File: src/rtl/apb_reg_slave.sv
// apb_reg_slave: APB4 completer fronting a bank of word-wide R/W registers.
// A fixed number of wait states is inserted into every transfer. Misaligned or
// out-of-range addresses complete with PSLVERR. All registers are also driven out flat.
`timescale 1ns/1ps
module apb_reg_slave #(
   parameter int unsigned DataWidth  = 32,
   parameter int unsigned AddrWidth  = 32,
   parameter int unsigned NumRegs    = 8,
   parameter int unsigned WaitStates = 1
) (
   input  logic                           clk_i,
   input  logic                           rst_ni,
   input  logic                           psel_i,
   input  logic                           penable_i,
   input  logic                           pwrite_i,
   input  logic [AddrWidth-1:0]           paddr_i,
   input  logic [DataWidth-1:0]           pwdata_i,
   input  logic [DataWidth/8-1:0]         pstrb_i,
   input  logic [2:0]                     pprot_i,
   output logic                           pready_o,
   output logic [DataWidth-1:0]           prdata_o,
   output logic                           pslverr_o,
   output logic [NumRegs*DataWidth-1:0]   regs_out_o
);

   localparam int unsigned CntW = (WaitStates > 0) ? $clog2(WaitStates + 1) : 1;
   localparam int unsigned IdxW = (NumRegs > 1) ? $clog2(NumRegs) : 1;
   localparam int unsigned NumBytes = DataWidth / 8;
   localparam logic [AddrWidth-3:0] NumRegsW = (AddrWidth - 2)'(NumRegs);

   typedef enum logic {StIdle, StAccess} state_e;

   state_e                state_q, state_d;
   logic [CntW-1:0]       cnt_q, cnt_d;
   logic [DataWidth-1:0]  regs_q [NumRegs];
   logic [DataWidth-1:0]  regs_d [NumRegs];

   logic [AddrWidth-3:0]  word_addr;
   logic [IdxW-1:0]       idx;
   logic                  err;
   logic                  wr_commit;

   // pprot is accepted but carries no meaning for this register bank.
   logic unused_pprot;
   assign unused_pprot = ^pprot_i;

   // Address decode: word index plus alignment/range error.
   always_comb begin
      word_addr = paddr_i[AddrWidth-1:2];
      idx       = word_addr[IdxW-1:0];
      err       = (paddr_i[1:0] != 2'b00) || (word_addr >= NumRegsW);
   end

   // FSM next state, wait-state counter and bus response.
   always_comb begin
      state_d   = state_q;
      cnt_d     = cnt_q;
      pready_o  = 1'b0;
      unique case (state_q)
         StIdle: begin
            // Only a genuine setup phase starts a transfer.
            if (psel_i && !penable_i) begin
               state_d = StAccess;
               cnt_d   = CntW'(WaitStates);
            end
         end
         StAccess: begin
            if (!psel_i) begin
               // Master abandoned the transfer: drop it without side effects.
               state_d = StIdle;
            end else if (penable_i) begin
               if (cnt_q != '0) begin
                  cnt_d = cnt_q - CntW'(1);
               end else begin
                  pready_o = 1'b1;
                  state_d  = StIdle;
               end
            end
         end
         default: state_d = StIdle;
      endcase
      pslverr_o = pready_o & err;
      wr_commit = pready_o & pwrite_i & ~err;
   end

   // Read data is only presented on a successful read completion.
   always_comb begin
      prdata_o = '0;
      if (pready_o && !pwrite_i && !err) begin
         prdata_o = regs_q[idx];
      end
   end

   // Byte-strobed register update on a committed write.
   always_comb begin
      for (int k = 0; k < NumRegs; k++) begin
         regs_d[k] = regs_q[k];
      end
      if (wr_commit) begin
         for (int b = 0; b < NumBytes; b++) begin
            if (pstrb_i[b]) begin
               regs_d[idx][8*b +: 8] = pwdata_i[8*b +: 8];
            end
         end
      end
   end

   // State, counter and register bank.
   always_ff @(posedge clk_i or negedge rst_ni) begin
      if (!rst_ni) begin
         state_q <= StIdle;
         cnt_q   <= '0;
         for (int k = 0; k < NumRegs; k++) begin
            regs_q[k] <= '0;
         end
      end else begin
         state_q <= state_d;
         cnt_q   <= cnt_d;
         for (int k = 0; k < NumRegs; k++) begin
            regs_q[k] <= regs_d[k];
         end
      end
   end

   // Flatten the register bank for downstream logic.
   always_comb begin
      for (int k = 0; k < NumRegs; k++) begin
         regs_out_o[k*DataWidth +: DataWidth] = regs_q[k];
      end
   end

endmodule

File: config.mk
export PLATFORM = sky130hd
export DESIGN_NAME = apb_reg_slave
export DESIGN_NICKNAME = d
export VERILOG_FILES = /design/src/rtl/apb_reg_slave.sv
export SDC_FILE = /design/constraint.sdc
export NUM_CORES = 1
export LEC_CHECK = 0
export CELL_PAD_IN_SITES_DETAIL_PLACEMENT = 0
export CELL_PAD_IN_SITES_GLOBAL_PLACEMENT = 2
export CORE_MARGIN = 2
export CORE_UTILIZATION = 34
export DETAILED_ROUTE_END_ITERATION = 7
export PLACE_DENSITY = 0.9
export SLEW_MARGIN = 5
export SYNTH_ARGS = -nofsm -noshare
export SYNTH_HDL_FRONTEND = slang
export SYNTH_SLANG_ARGS = --single-unit
File: constraint.sdc
create_clock -name clk_i -period 5.8 [get_ports clk_i]
set_clock_uncertainty 0.15 [all_clocks]
set_input_delay 0.58 -clock clk_i [delete_from_list [all_inputs] [get_ports clk_i]]
set_output_delay 0.58 -clock clk_i [all_outputs]
set_load 0.02 [all_outputs]
# Word-level counts from Yosys, hierarchy flattened
# Cells that the tools add are included.
# classes
eq_ne	3
order_cmp	3
reduce_logical	10
mux	37
bitwise	6
addsub	1
# op_table
cell	n
256-bit 2-to-1 mux	7
256-bit bitwise mux	4
32-bit demux with 3-bit select	4
32-bit 2-to-1 mux	4
32-bit binary-select mux with 3-bit select	1
30-bit by 4-bit greater-or-equal comparator with 1-bit output, second input constant	1
24-bit 2-to-1 mux	1
16-bit 2-to-1 mux	1
1-bit 2-to-1 mux	12
8-bit 2-to-1 mux	1
2-bit inequality test, second input constant	3
4-bit greater-or-equal comparator, second input constant	1
1-bit logical AND	4
4-bit by 1-bit < comparator with 1-bit output, second input constant	1
3-bit inverter with 4-bit output	1
1-bit case mux with 2 select lines	2
1-bit AND	3
1-bit zero test	3
3-bit AND reduction	1
1-bit inverter	2
2-bit nonzero test	1
1-bit logical OR	1
1-bit subtractor, second input constant	1
# totals
in_bits	76
elab_cells	70
out_inout_bits	290
ff_bits	258

# Longest topological paths before layout
# logic_depth
word_depth	16
depth_mapped	7
depth_no_buf	5

# Worst setup path after synthesis
# Ideal clock, no wire load.
# synth_timing
path_kind	input port to output port
from	input paddr_i[6]
to	output prdata_o[19]
n_path_buf	1
cell_stages	5
arrival_ns	3.033
path_slack_ns	2.037
t_required_ns	5.070
path_cell_list	nor4_2 -> nand4_4 -> or4_1 -> clkbuf_1 -> a2111oi_0
# synth_via
elab_chain_len	5
# synth_rtl
item	line	rtl
start, declared	16	input logic [AddrWidth-1:0] paddr_i,
30-bit by 4-bit greater-or-equal comparator with 1-bit output	51	err = (paddr_i[1:0] != 2'b00) || (word_addr >= NumRegsW);
1-bit logical OR	51	
1-bit zero test	89	if (pready_o && !pwrite_i && !err) begin
1-bit logical AND	89	
32-bit 2-to-1 mux	89	
end, declared	21	output logic [DataWidth-1:0] prdata_o,
# Every way passes these cells.

# Worst setup path after layout
# layout_timing
from	input paddr_i[15]
to	output prdata_o[0]
# Same word-level chain as after synthesis.

==> impl_results.md <==
* DRC Markers at 0
* Antenna-violating nets left at 0
* Port bufs at roughly 360
* DR WL/cell at approximately 27 µm
* Worst path max stage delay at 0.85 ns
* Critical Path Start Type: primary input
* Status: finished, final reports clean
* Initial Util at 34.5%
* Total power at roughly 4.1 mW
* Worst-path clk slew at about 0.06 ns
* Worst Tran Pin Value at slightly above 1 ns
* Cell mode on critical path: clkdlybuf4s50_1
* Clock H-tree levels at 1
* Max Cap Viol at 0
* Crit-path max FO at 20
* Congestion Overflow GR at 0
* Minimum clock period after layout at between 4 and 5 ns
* Pre-Repair DR Iteration Count at 5
* Worst hold path class: reg -> reg
* HPWL Detailed at a little over 30,000 µm
* CP arrival at ~4.1 ns
* Layout area overhead at 43.3%
* Largest net degree at the start of global routing at roughly 140
* Top post-synthesis cells by count: 275 x mux2_2, 258 x dfrtp_1, 38 x nand2_1
* LEAKAGE at ~7.9 nW
* Number of diodes at 0
* Die width at slightly below 200 µm
* Synth top area cells: dfrtp_1 53%, mux2_2 25%, mux4_2 5.0%
* # IOs at approximately 370
* Clock Path Buffers at 3
* CTS tree: yes
* CP max-delay cell: or4_2
* CTS resizes at 0
* Fin cells at roughly 1,700
* Synth Flop Type: dfrtp_1
* Tot GR Track Use at approximately a quarter
* CORE AREA at 35,600 µm²
* PD cells at 235 nW/µm²
* Placed Instances at 1,643
* Post-CTS Setup Inserts at 0
* Warnings, synthesis at 0
* Cell chain of the critical path: clkdlybuf4s50_1 > nor4_2 > nand4_4 > or4_2 > buf_4 > nor4_1 > clkdlybuf4s50_1
* Leading area contributor after synthesis: dfrtp_1
* Synth top area share at a little over half
* Ys async rst share at between 90% and 100%
* Count leader, synth: mux2_2
* Netlist cell types at between 40 and 50
* Number of global-route vias before repair at 9,599
* Initial detailed-routing violation count at approximately 380
* Clock root buffer: clkbuf_16
* Antenna violations before repair at 0
* Critical Path RT at 5.07 ns
* Syn Nets at 920
* Crit Path Class: in -> out
* Mapped cell area at between 10,000 and 15,000 µm²
* Routability cong. at 0.797
* Final setup violation count at 0
* Cts bufs inserted at 30
* Max-slew violations at 0
* Die height at between 150 and 200 µm
* Mapped Avg Cell Area at 14.6 µm²
* Max-slew headroom at 30.7%
* Mapped Cells at 844
* RSZ-0062 raised after global routing: no
* Number of vias per cell at about 5.4
* Final Net Count at ~1,300
* Post-synthesis sequential element count at roughly 260
* Clk sinks at 258
* Period utilization at 84.0%
* Number of synthesized flops with an enable pin at 0
* Vias after detailed routing at just over 9,000
* Die ar. at about 38,000 µm²
* DRT Wirelength at 45,000 µm
* Final Hold Viols at 0
* CP endpoint kind: output port
* Row Count at between 60 and 70
* Worst-Skew Late Latency at between 0.5 and 0.6 ns
* Ratio of cells with drive above 1 in the final layout at roughly a third
* Worst VDD drop at 0.000237 V
* FMAX at ~200 MHz
* First-pass GRT wire length at 66,200 µm
* Setup TNS at 0 ns
* Seq/Total Area, Yosys at ~53%
==> kinds of logic after synthesis <==
| kind of cell | share of synthesized area, % |
|---|---|
| AOI/OAI and AO/OA | 5.03 |
| muxes | 31.7 |
| buffers and inverters | 1.63 |
| DFF | 52.6 |
| and+or+nand+nor | 9.06 |
==> power breakdown <==
group	switching (mW)	internal, mW
Combinational	0.151	0.0803
Sequential	0.000889	1.80
Clock	0.779	1.33
==> final timing paths <==
kind,start,end,slack [ns],depth (start not counted)
max in group asynchronous,rst_ni,regs_out_o[113]$_DFFE_PN0P_,3.69,3
min in group asynchronous,rst_ni,regs_out_o[3]$_DFFE_PN0P_,0.54,2
worst min register to register,state_q$_DFF_PN0_,cnt_q$_DFFE_PN0P_,0.36,1
worst max register to register,cnt_q$_DFFE_PN0P_,regs_out_o[117]$_DFFE_PN0P_,2.48,5
worst max-delay path,paddr_i[15],prdata_o[0],0.93,7
worst min-delay path,state_q$_DFF_PN0_,cnt_q$_DFFE_PN0P_,0.36,1
==> worst max-delay path, delay by kind of cell <==
family | cells | cell delay, ns
buffers and inverters | 3 | 1.47
AND/OR/NAND/NOR | 4 | 2.06
==> timing repair <==
| item | CTS | global route |
|---|---|---|
| hold buffers | 1 | 0 |
| setup endpoints to repair | 0 | 0 |
| endpoints found under the hold margin | 13 | 0 |
==> sequential cells by signal, indices dropped and copies added, names as in the netlist <==
signal and count:
state_q 1, cnt_q 1, regs_out_o 256
==> cell type report <==
type	count	area [µm²]
inverters	4	15.0
well taps	461	577
multi-input cells	538	5650
fillers	3158	18000
clock buffers	44	893
clock inverters	8	215
repair buffers	383	3790
flip-flops and latches	258	6460
==> per-stage QoR <==
stage                     instance area, µm²  utilization, %  setup WS (ns)  hold slack [ns]
after floorplan                        12300               -           2.04            0.134
after global placement                 16500            46.3          0.983            0.330
after detailed placement               16500            46.3          0.887            0.341
after CTS                              17600            49.5          0.889            0.364
after global routing                   17600            49.5          0.832            0.398
final                                  17600            49.5          0.926            0.359
==> metal layers <==
layer | vias up | share of wire (%) | GRT usage, %
met5 | - | 0 | 0
met4 | 0 | 1.8 | 4.41
met3 | 58 | 7.0 | 5.55
met2 | 343 | 47 | 38.0
met1 | 4761 | 44 | 31.9
li1 | 3980 | - | -
==> cell usage in the layout, fill, tap and decap left out, types with 14 or more instances in the layout <==
cell,Yosys,routed
buf_4,0,21
clkbuf_16,0,30
clkdlybuf4s50_1,0,358
dfrtp_1,258,258
mux2_2,275,275
mux2i_1,19,19
mux4_2,27,27
nand2_1,38,38
nor2_1,17,17
nor4_4,20,23
o221ai_1,14,14
o22ai_1,17,17
Power figures use the tool's default switching activity.
